**src/rtl/csa_accumulator.sv**
```systemverilog
// Streaming unsigned multi-operand accumulator: carry-save absorb, chunked ripple resolve, valid/ready result.
// Optional macro CSA_ACC_SAT_EN saturates out_data to all-ones on overflow.
module csa_accumulator #(
  parameter int unsigned WIDTH = 16,
  parameter int unsigned ACCW  = 24,
  parameter int unsigned CHUNK = 8
) (
  input  logic             clk,
  input  logic             rst_n,
  input  logic             in_valid,
  output logic             in_ready,
  input  logic [WIDTH-1:0] in_data,
  input  logic             in_last,
  output logic             out_valid,
  input  logic             out_ready,
  output logic [ACCW-1:0]  out_data,
  output logic             out_ovf
);

  localparam int unsigned NCHUNK = ACCW / CHUNK;
  localparam int unsigned KW     = (NCHUNK > 1) ? $clog2(NCHUNK) : 1;

  typedef enum logic [1:0] {ACCUM, RESOLVE, HOLD} state_t;

  state_t            state, state_next;
  logic [ACCW-1:0]   s, c, result;
  logic [ACCW-1:0]   s_next, c_next, result_next, out_data_next;
  logic              ovf, ovf_next, cin, cin_next;
  logic              in_ready_next, out_valid_next, out_ovf_next;
  logic [KW-1:0]     k, k_next;
  logic [ACCW-1:0]   x, maj;
  logic [CHUNK:0]    csum;
  logic [ACCW+CHUNK-1:0] rshift;

  // Next-state, datapath and output decode.
  always_comb begin
    state_next    = state;
    s_next        = s;
    c_next        = c;
    ovf_next      = ovf;
    result_next   = result;
    cin_next      = cin;
    k_next        = k;
    out_data_next = out_data;
    out_ovf_next  = out_ovf;

    x      = ACCW'(in_data);
    maj    = (s & c) | (s & x) | (c & x);
    csum   = (CHUNK+1)'(s[CHUNK-1:0]) + (CHUNK+1)'(c[CHUNK-1:0]) + (CHUNK+1)'(cin);
    // Resolved chunk enters at the top; after NCHUNK cycles the LSB chunk has reached bit 0.
    rshift = {csum[CHUNK-1:0], result} >> CHUNK;

    case (state)
      ACCUM: begin
        if (in_valid && in_ready) begin
          s_next   = s ^ c ^ x;
          c_next   = {maj[ACCW-2:0], 1'b0};
          ovf_next = ovf | maj[ACCW-1];
          if (in_last) begin
            state_next = RESOLVE;
            k_next     = '0;
            cin_next   = 1'b0;
          end
        end
      end
      RESOLVE: begin
        result_next = rshift[ACCW-1:0];
        s_next      = s >> CHUNK;
        c_next      = c >> CHUNK;
        cin_next    = csum[CHUNK];
        k_next      = k + KW'(1);
        if (k == KW'(NCHUNK - 1)) begin
          ovf_next     = ovf | csum[CHUNK];
          out_ovf_next = ovf | csum[CHUNK];
`ifdef CSA_ACC_SAT_EN
          out_data_next = (ovf | csum[CHUNK]) ? '1 : rshift[ACCW-1:0];
`else
          out_data_next = rshift[ACCW-1:0];
`endif
          k_next       = '0;
          state_next   = HOLD;
        end
      end
      HOLD: begin
        if (out_ready) begin
          s_next     = '0;
          c_next     = '0;
          ovf_next   = 1'b0;
          state_next = ACCUM;
        end
      end
      default: state_next = ACCUM;
    endcase

    in_ready_next  = (state_next == ACCUM);
    out_valid_next = (state_next == HOLD);
  end

  // State and datapath registers with synchronous reset.
  always_ff @(posedge clk) begin
    if (!rst_n) begin
      state     <= ACCUM;
      s         <= '0;
      c         <= '0;
      ovf       <= 1'b0;
      result    <= '0;
      cin       <= 1'b0;
      k         <= '0;
      in_ready  <= 1'b1;
      out_valid <= 1'b0;
      out_data  <= '0;
      out_ovf   <= 1'b0;
    end else begin
      state     <= state_next;
      s         <= s_next;
      c         <= c_next;
      ovf       <= ovf_next;
      result    <= result_next;
      cin       <= cin_next;
      k         <= k_next;
      in_ready  <= in_ready_next;
      out_valid <= out_valid_next;
      out_data  <= out_data_next;
      out_ovf   <= out_ovf_next;
    end
  end

endmodule

```
**config.mk**
```make
export PLATFORM = sky130hd
export DESIGN_NAME = csa_accumulator
export DESIGN_NICKNAME = d
export VERILOG_FILES = /design/src/rtl/csa_accumulator.sv
export SDC_FILE = /design/constraint.sdc
export NUM_CORES = 1
export LEC_CHECK = 0
export ABC_CLOCK_PERIOD_IN_PS = 4480
export BUFFER_PORTS_ARGS = -buffer_cell sky130_fd_sc_hd__buf_2
export CAP_MARGIN = 40
export CORE_MARGIN = 1
export CORE_UTILIZATION = 52
export DETAILED_ROUTE_END_ITERATION = 10
export PLACE_DENSITY = 0.82
export SLEW_MARGIN = 15
export SYNTH_ARGS = -nofsm -noshare
export SYNTH_HDL_FRONTEND = slang
export SYNTH_SLANG_ARGS = --single-unit
```
**constraint.sdc**
```tcl
create_clock -name clk -period 4.48 [get_ports clk]
set_clock_uncertainty 0.2 [all_clocks]
set_input_delay 0.448 -clock clk [delete_from_list [all_inputs] [get_ports clk]]
set_output_delay 0.448 -clock clk [all_outputs]
set_load 0.02 [all_outputs]
```
==> results of run 1 <==
worst reg2reg max path, stage by stage (launching register included):
cell	delay, ns
dfxtp_1	0.42
inv_1	0.09
ha_2	0.90
buf_4	0.41
nor2b_1	0.08
a311oi_1	0.26
nor3_1	0.08
stage by stage:
stage	setup WS [ns]	power [mW]	hold slack (ns)	cell area (µm²)	instances
global route	1.652	2.041	0.2761	5300	679
floorplan	2.205	1.276	0.2312	4823	544
finish	1.921	1.937	0.2532	5300	679
global placement	2.044	1.349	0.2400	5049	660
detailed placement	1.954	1.368	0.2432	5084	662
CTS	1.912	1.946	0.2558	5285	678
flip-flops by register name, indices dropped and copies added (netlist names):
name,cells
c,24
cin,1
in_ready,1
k,2
out_data,24
out_ovf,1
out_valid,1
ovf,1
result,16
s,24
state,2
power groups by stage:
stage	combinational (mW)	sequential [mW]	clock (mW)
finish	0.391	0.965	0.580
global route	0.444	0.974	0.624
CTS	0.387	0.965	0.593
detailed placement	0.383	0.985	0
global placement	0.367	0.983	0
floorplan	0.305	0.971	0
layout make-up:
cell class                      instances  area, µm²  share of cell area
Tap cell                              108      135.1             0.02550
Multi-Input combinational cell        390       2650              0.5000
Clock buffer                            9      123.9             0.02337
Sequential cell                        97       1942              0.3664
Timing Repair Buffer                   55      322.8             0.06091
Inverter                               13      48.80            0.009207
Clock inverter                          7      77.57             0.01464
logic make-up (layout without fill, tap and decap cells):
group	Yosys count	after routing	share of synthesized area
flops	97	97	0.4026
fa+ha+maj	38	38	0.1266
mux	11	11	0.02309
xor+xnor	1	1	0.001816
compound gates	120	120	0.1722
simple gates	220	220	0.2246
buf+inv	57	84	0.04903
metal layers:
layer	wire (µm)	part of all wire
met4	119	0.012
met2	4920	0.49
met3	413	0.041
met1	4595	0.46
met5	0	0
final timing paths:
check         startpoint          end
max             state[0]        c[12]
min          out_data[0]  out_data[0]
max reg2reg     state[0]        c[12]
min reg2reg  out_data[0]  out_data[0]
placed cells by master, fill, tap and decap left out, drive strengths merged, types with 3 or more instances in the layout:
cell type,Yosys,layout
dfxtp,97,97
nand2,60,60
buf,16,55
a21oi,49,49
nor2,48,48
nor2b,33,33
a311oi,32,32
nor3,32,32
ha,20,20
fa,18,18
nand3,17,17
nand3b,16,16
inv,12,16
a211oi,15,15
mux2i,10,10
clkbuf,28,9
o21ai,5,5
o2111ai,4,4
a21o,3,3
or3,3,3
o31ai,3,3
nand2b,3,3
==> results.toml, run 1 <==
[status]
outcome = "complete, but fails checks"
violations = "design-rule violations"

[cts]
cts_resized = 0
root_buffer = "clkbuf_8"
clkSinkCount = 97
clk-insertion-delay-late_ns = 0.37
path_clk_slew_ns = 0.10
cts_made_buffers = 9
hold_buffers = 0
htreeDepth = 3
post_cts_buffers = 0
cts_max_path_buffers = 2
cts_tree = "done"

[timing]
slew_viol_final = 0
setup_violations = 0
min_period_ns = 2.559
timing.final.hold_violations = 0
fin_tns_setup_ns = 0
worst_slew_pin_slew_ns = 0.8592
max-slew-margin-rel = 0.4272
fmax_ghz = 0.3908
timing.final.crit_share = 0.5712
grt_setup_unrepaired = "false"

[global_route]
grt_first_pass_wirelength_um = 17150
use_met2 = 0.3537
grt_usage = 0.2171
grt_max_degree = 58
grt_pass1_vias = 3673
antenna_found_initial = 0
grtUsageMet3 = 0.03508
grt-ovfl-total = 0
grtUsageMet1 = 0.2948
grt.busiest_layer = "met2"

[logic_synthesis]
async_flop_share = 0
yosys.area.top_type = "dfxtp_1"
syn_inst = 544
synth_cell_type_count = 48
yosys-top-cells-count = "dfxtp_1, nand2_1, a21oi_1"
syn_area_per_cell_um2 = 8.867
synth_seq_cells = 97
ys_dominant_reg_cell = "dfxtp_1"
mappedNetlistArea_um2 = 4823
yosysWarnings = 0
synth_edf_count = 0
yosysTopAreaCellShare = 0.4026
synth_most_common_cell = "dfxtp_1"
synthesis.nets = 603
yosysSeqAreaShare = 0.4026
synthTopCellsByArea = "dfxtp_1, fa_1, a311oi_1"

[hold_path]
hold_class = "flop to flop"
hold_path_depth = 2

[flow_run]
max_cap_violations = 0

[critical_path]
crit_cells = 6
path_cells = "inv_1, ha_2, buf_4, nor2b_1, a311oi_1, nor3_1"
critPathBufInv = 2
reg2reg_slack_ns = 1.92
path_max_fanout = 57
crit_type = "flop to flop"
critPathRequiredTime_ns = 4.53
ff2ff_path_depth = 6
max_stage_delay_ns = 0.90
cp_slowest_cell = "ha_2"
critical_path_arrival_ns = 2.61
crit_family = "adder cells"
start_kind = "flop"
cp-end-kind = "flop"

[drt]
dr.first_iter.drc_count = 266
ant_nets = 0
wirelength_um = 10050
wl_per_cell_um = 14.80
via_count = 3966
firstDrtPassIters = 8
routed_via_density = 5.841
drcViolationCount = 5

[pwr]
p_int_mw = 1.340
powerDensity_nw_per_um2 = 365.4
p_seq_frac = 0.498
switchingPower_mw = 0.5963
max-vdd-ir-drop_mv = 0.1959
pwr-share-clk = 0.300
pwr-share-comb = 0.202
leakage_nw = 2.078
sw_frac_of_total = 0.3079

[die]
die_x_um = 98.31
coreArea_um2 = 8848
die_h_um = 98.31
start_util = 0.5451
io_pins = 48
num_rows = 34
dieArea_um2 = 9665

[placement]
place_congestion = 0.8025
numPortBuffers = 47
dp_hpwl_um = 6742

[cells_and_area]
area_delta_synth_final_pct = 9.883
finalNetCount = 625
num_antenna_cells = 0
fillCellCount = 766
drive_above_1_share = 0.1436
utilization = 0.5990
(Power assumes the default switching activity.)
==> run 2: changes to the inputs <==
--- a/config.mk
+++ b/config.mk
@@ -5,13 +5,13 @@
 export SDC_FILE = /design/constraint.sdc
 export NUM_CORES = 1
 export LEC_CHECK = 0
-export ABC_CLOCK_PERIOD_IN_PS = 4480
+export ABC_CLOCK_PERIOD_IN_PS = 2200
 export BUFFER_PORTS_ARGS = -buffer_cell sky130_fd_sc_hd__buf_2
 export CAP_MARGIN = 40
 export CORE_MARGIN = 1
 export CORE_UTILIZATION = 52
 export DETAILED_ROUTE_END_ITERATION = 10
-export PLACE_DENSITY = 0.82
+export PLACE_DENSITY = 0.84
 export SLEW_MARGIN = 15
 export SYNTH_ARGS = -nofsm -noshare
 export SYNTH_HDL_FRONTEND = slang
==> constraint.sdc (replaced) <==
create_clock -name clk -period 2.2 [get_ports clk]
set_clock_uncertainty 0.2 [all_clocks]
set_input_delay 0.22 -clock clk [delete_from_list [all_inputs] [get_ports clk]]
set_output_delay 0.22 -clock clk [all_outputs]
set_load 0.02 [all_outputs]
==> results.toml, run 2 (synthesized netlist as in run 1, its figures left out) <==
[status]
outcome = "complete, but fails checks"
violations = "design-rule violations"

[die]
die_x_um = 98.31
coreArea_um2 = 8848
dieArea_um2 = 9665
die_h_um = 98.31
start_util = 0.5451
io_pins = 48
num_rows = 34

[timing]
fin_ws_ns = 0.06404
slew_viol_final = 0
worst_slew_pin_slew_ns = 0.7045
fmax_ghz = 0.4682
timing.final.crit_share = 0.9709
min_period_ns = 2.136
fin_tns_setup_ns = 0
max-slew-margin-rel = 0.5297
grt_setup_unrepaired = "true"
setup_violations = 0
timing.final.hold_violations = 0

[cells_and_area]
top_regs = "c x24, out_data x24, s x24"
fillCellCount = 734
num_antenna_cells = 0
finalNonFillerCells = 691
final_common_cell = "dfxtp_1"
area_delta_synth_final_pct = 13.07
drive_above_1_share = 0.1801
final_cell_mix = "dfxtp_1, nand2_1, a21oi_1"
finalNetCount = 637
final_area_um2 = 5454

[placement]
place_congestion = 0.7977
placed_cell_area_um2 = 5249
numPlacedInstances = 675
dp_hpwl_um = 7120
dp_slack_ns = -0.09596
numPortBuffers = 47

[pwr]
power_mw = 3.897
powerDensity_nw_per_um2 = 714.5
max-vdd-ir-drop_mv = 0.3142
leakage_nw = 2.141

[critical_path]
path_max_fanout = 3
critPathRequiredTime_ns = 2.25
start_kind = "flop"
crit_type = "flop to flop"
path_cells = "inv_2, fa_2, inv_2, fa_2, a211oi_4, nor3_2, o31ai_1, buf_4, a21oi_1"
cp-end-kind = "flop"
cp_slowest_cell = "fa_2"
max_stage_delay_ns = 0.37
critical_path_arrival_ns = 2.18

[global_route]
grt_max_degree = 55
grt-ovfl-total = 0
antenna_found_initial = 0
grt_usage = 0.2260
grt_first_pass_wirelength_um = 17630
grt_pass1_vias = 3797

[drt]
topRoutingLayerUsed = "met4"
drcViolationCount = 3
routed_via_density = 5.771
ant_nets = 0
dr.first_iter.drc_count = 239
met1_length_um = 4655
wirelength_um = 10410
dr_wl_met3_um = 296
wl_per_cell_um = 15.07
wl_met2_um = 5247
via_count = 3988
firstDrtPassIters = 9

[cts]
root_buffer = "clkbuf_8"
htreeDepth = 3
hold_buffers = 0
cts_made_buffers = 9
clk-insertion-delay-late_ns = 0.37
path_clk_slew_ns = 0.09
cts_max_path_buffers = 2
cts_tree = "done"
clkSinkCount = 97
post_cts_buffers = 0

[flow_run]
max_cap_violations = 0

[hold_path]
hold_class = "input port to flop"
[run 2: path summary, 6_finish.rpt]
path	endpoint	from	slack, ns	cells after the start
setup / recovery	out_ovf	c[0]	0.06	9
setup reg to reg	out_ovf	c[0]	0.06	9
hold / removal	state[0]	in_last	0.08	3
hold reg to reg	out_data[5]	out_data[5]	0.25	2
[run 2: final cells by class]
class                      count  area, µm²  share of cell area
sequential                    97       1944              0.3565
tap                          108      135.1             0.02478
inverter                      13      48.80            0.008947
multi-input combinational    390       2686              0.4925
clock buffer                  11      141.4             0.02592
timing repair buffer          67      460.4             0.08442
clock inverter                 5      37.54            0.006882
[run 2: routing by layer]
| metal | vias to the layer above | global-route usage |
|---|---|---|
| met5 | - | 0 |
| met4 | 0 | 0.1056 |
| met3 | 21 | 0.03436 |
| met2 | 84 | 0.3749 |
| met1 | 1891 | 0.2906 |
| li1 | 1992 | - |
[run 2: per-stage QoR]
stage / util / hold slack (ns)
3_3_place_gp: 0.5932 / 0.2397
2_1_floorplan: - / 0.2312
4_1_cts: 0.6143 / 0.05834
6_report: 0.6164 / 0.08015
3_5_place_dp: 0.5932 / 0.2439
5_1_grt: 0.6164 / 0.08770
[run 2: worst max-delay path, delay by kind of cell, from the launching register on]
family / cells / cell delay (ns)
compound gates: 3 / 0.56
simple gates: 1 / 0.06
flops: 1 / 0.33
buf+inv: 3 / 0.27
fa+ha+maj: 2 / 0.59
[run 2: repair_timing]
action / in CTS / in global routing
gates resized for setup: 6 / 4
pin swaps: 6 / 3
endpoints found under the setup margin: 7 / 6
[run 2: where the power goes]
group	switching, mW	internal (mW)	leakage (nW)	total [mW]
combinational	0.486	0.382	1.26	0.868
sequential	0.104	1.86	0.790	1.96
clock	0.619	0.449	0.0863	1.07
total	1.21	2.69	2.14	3.90
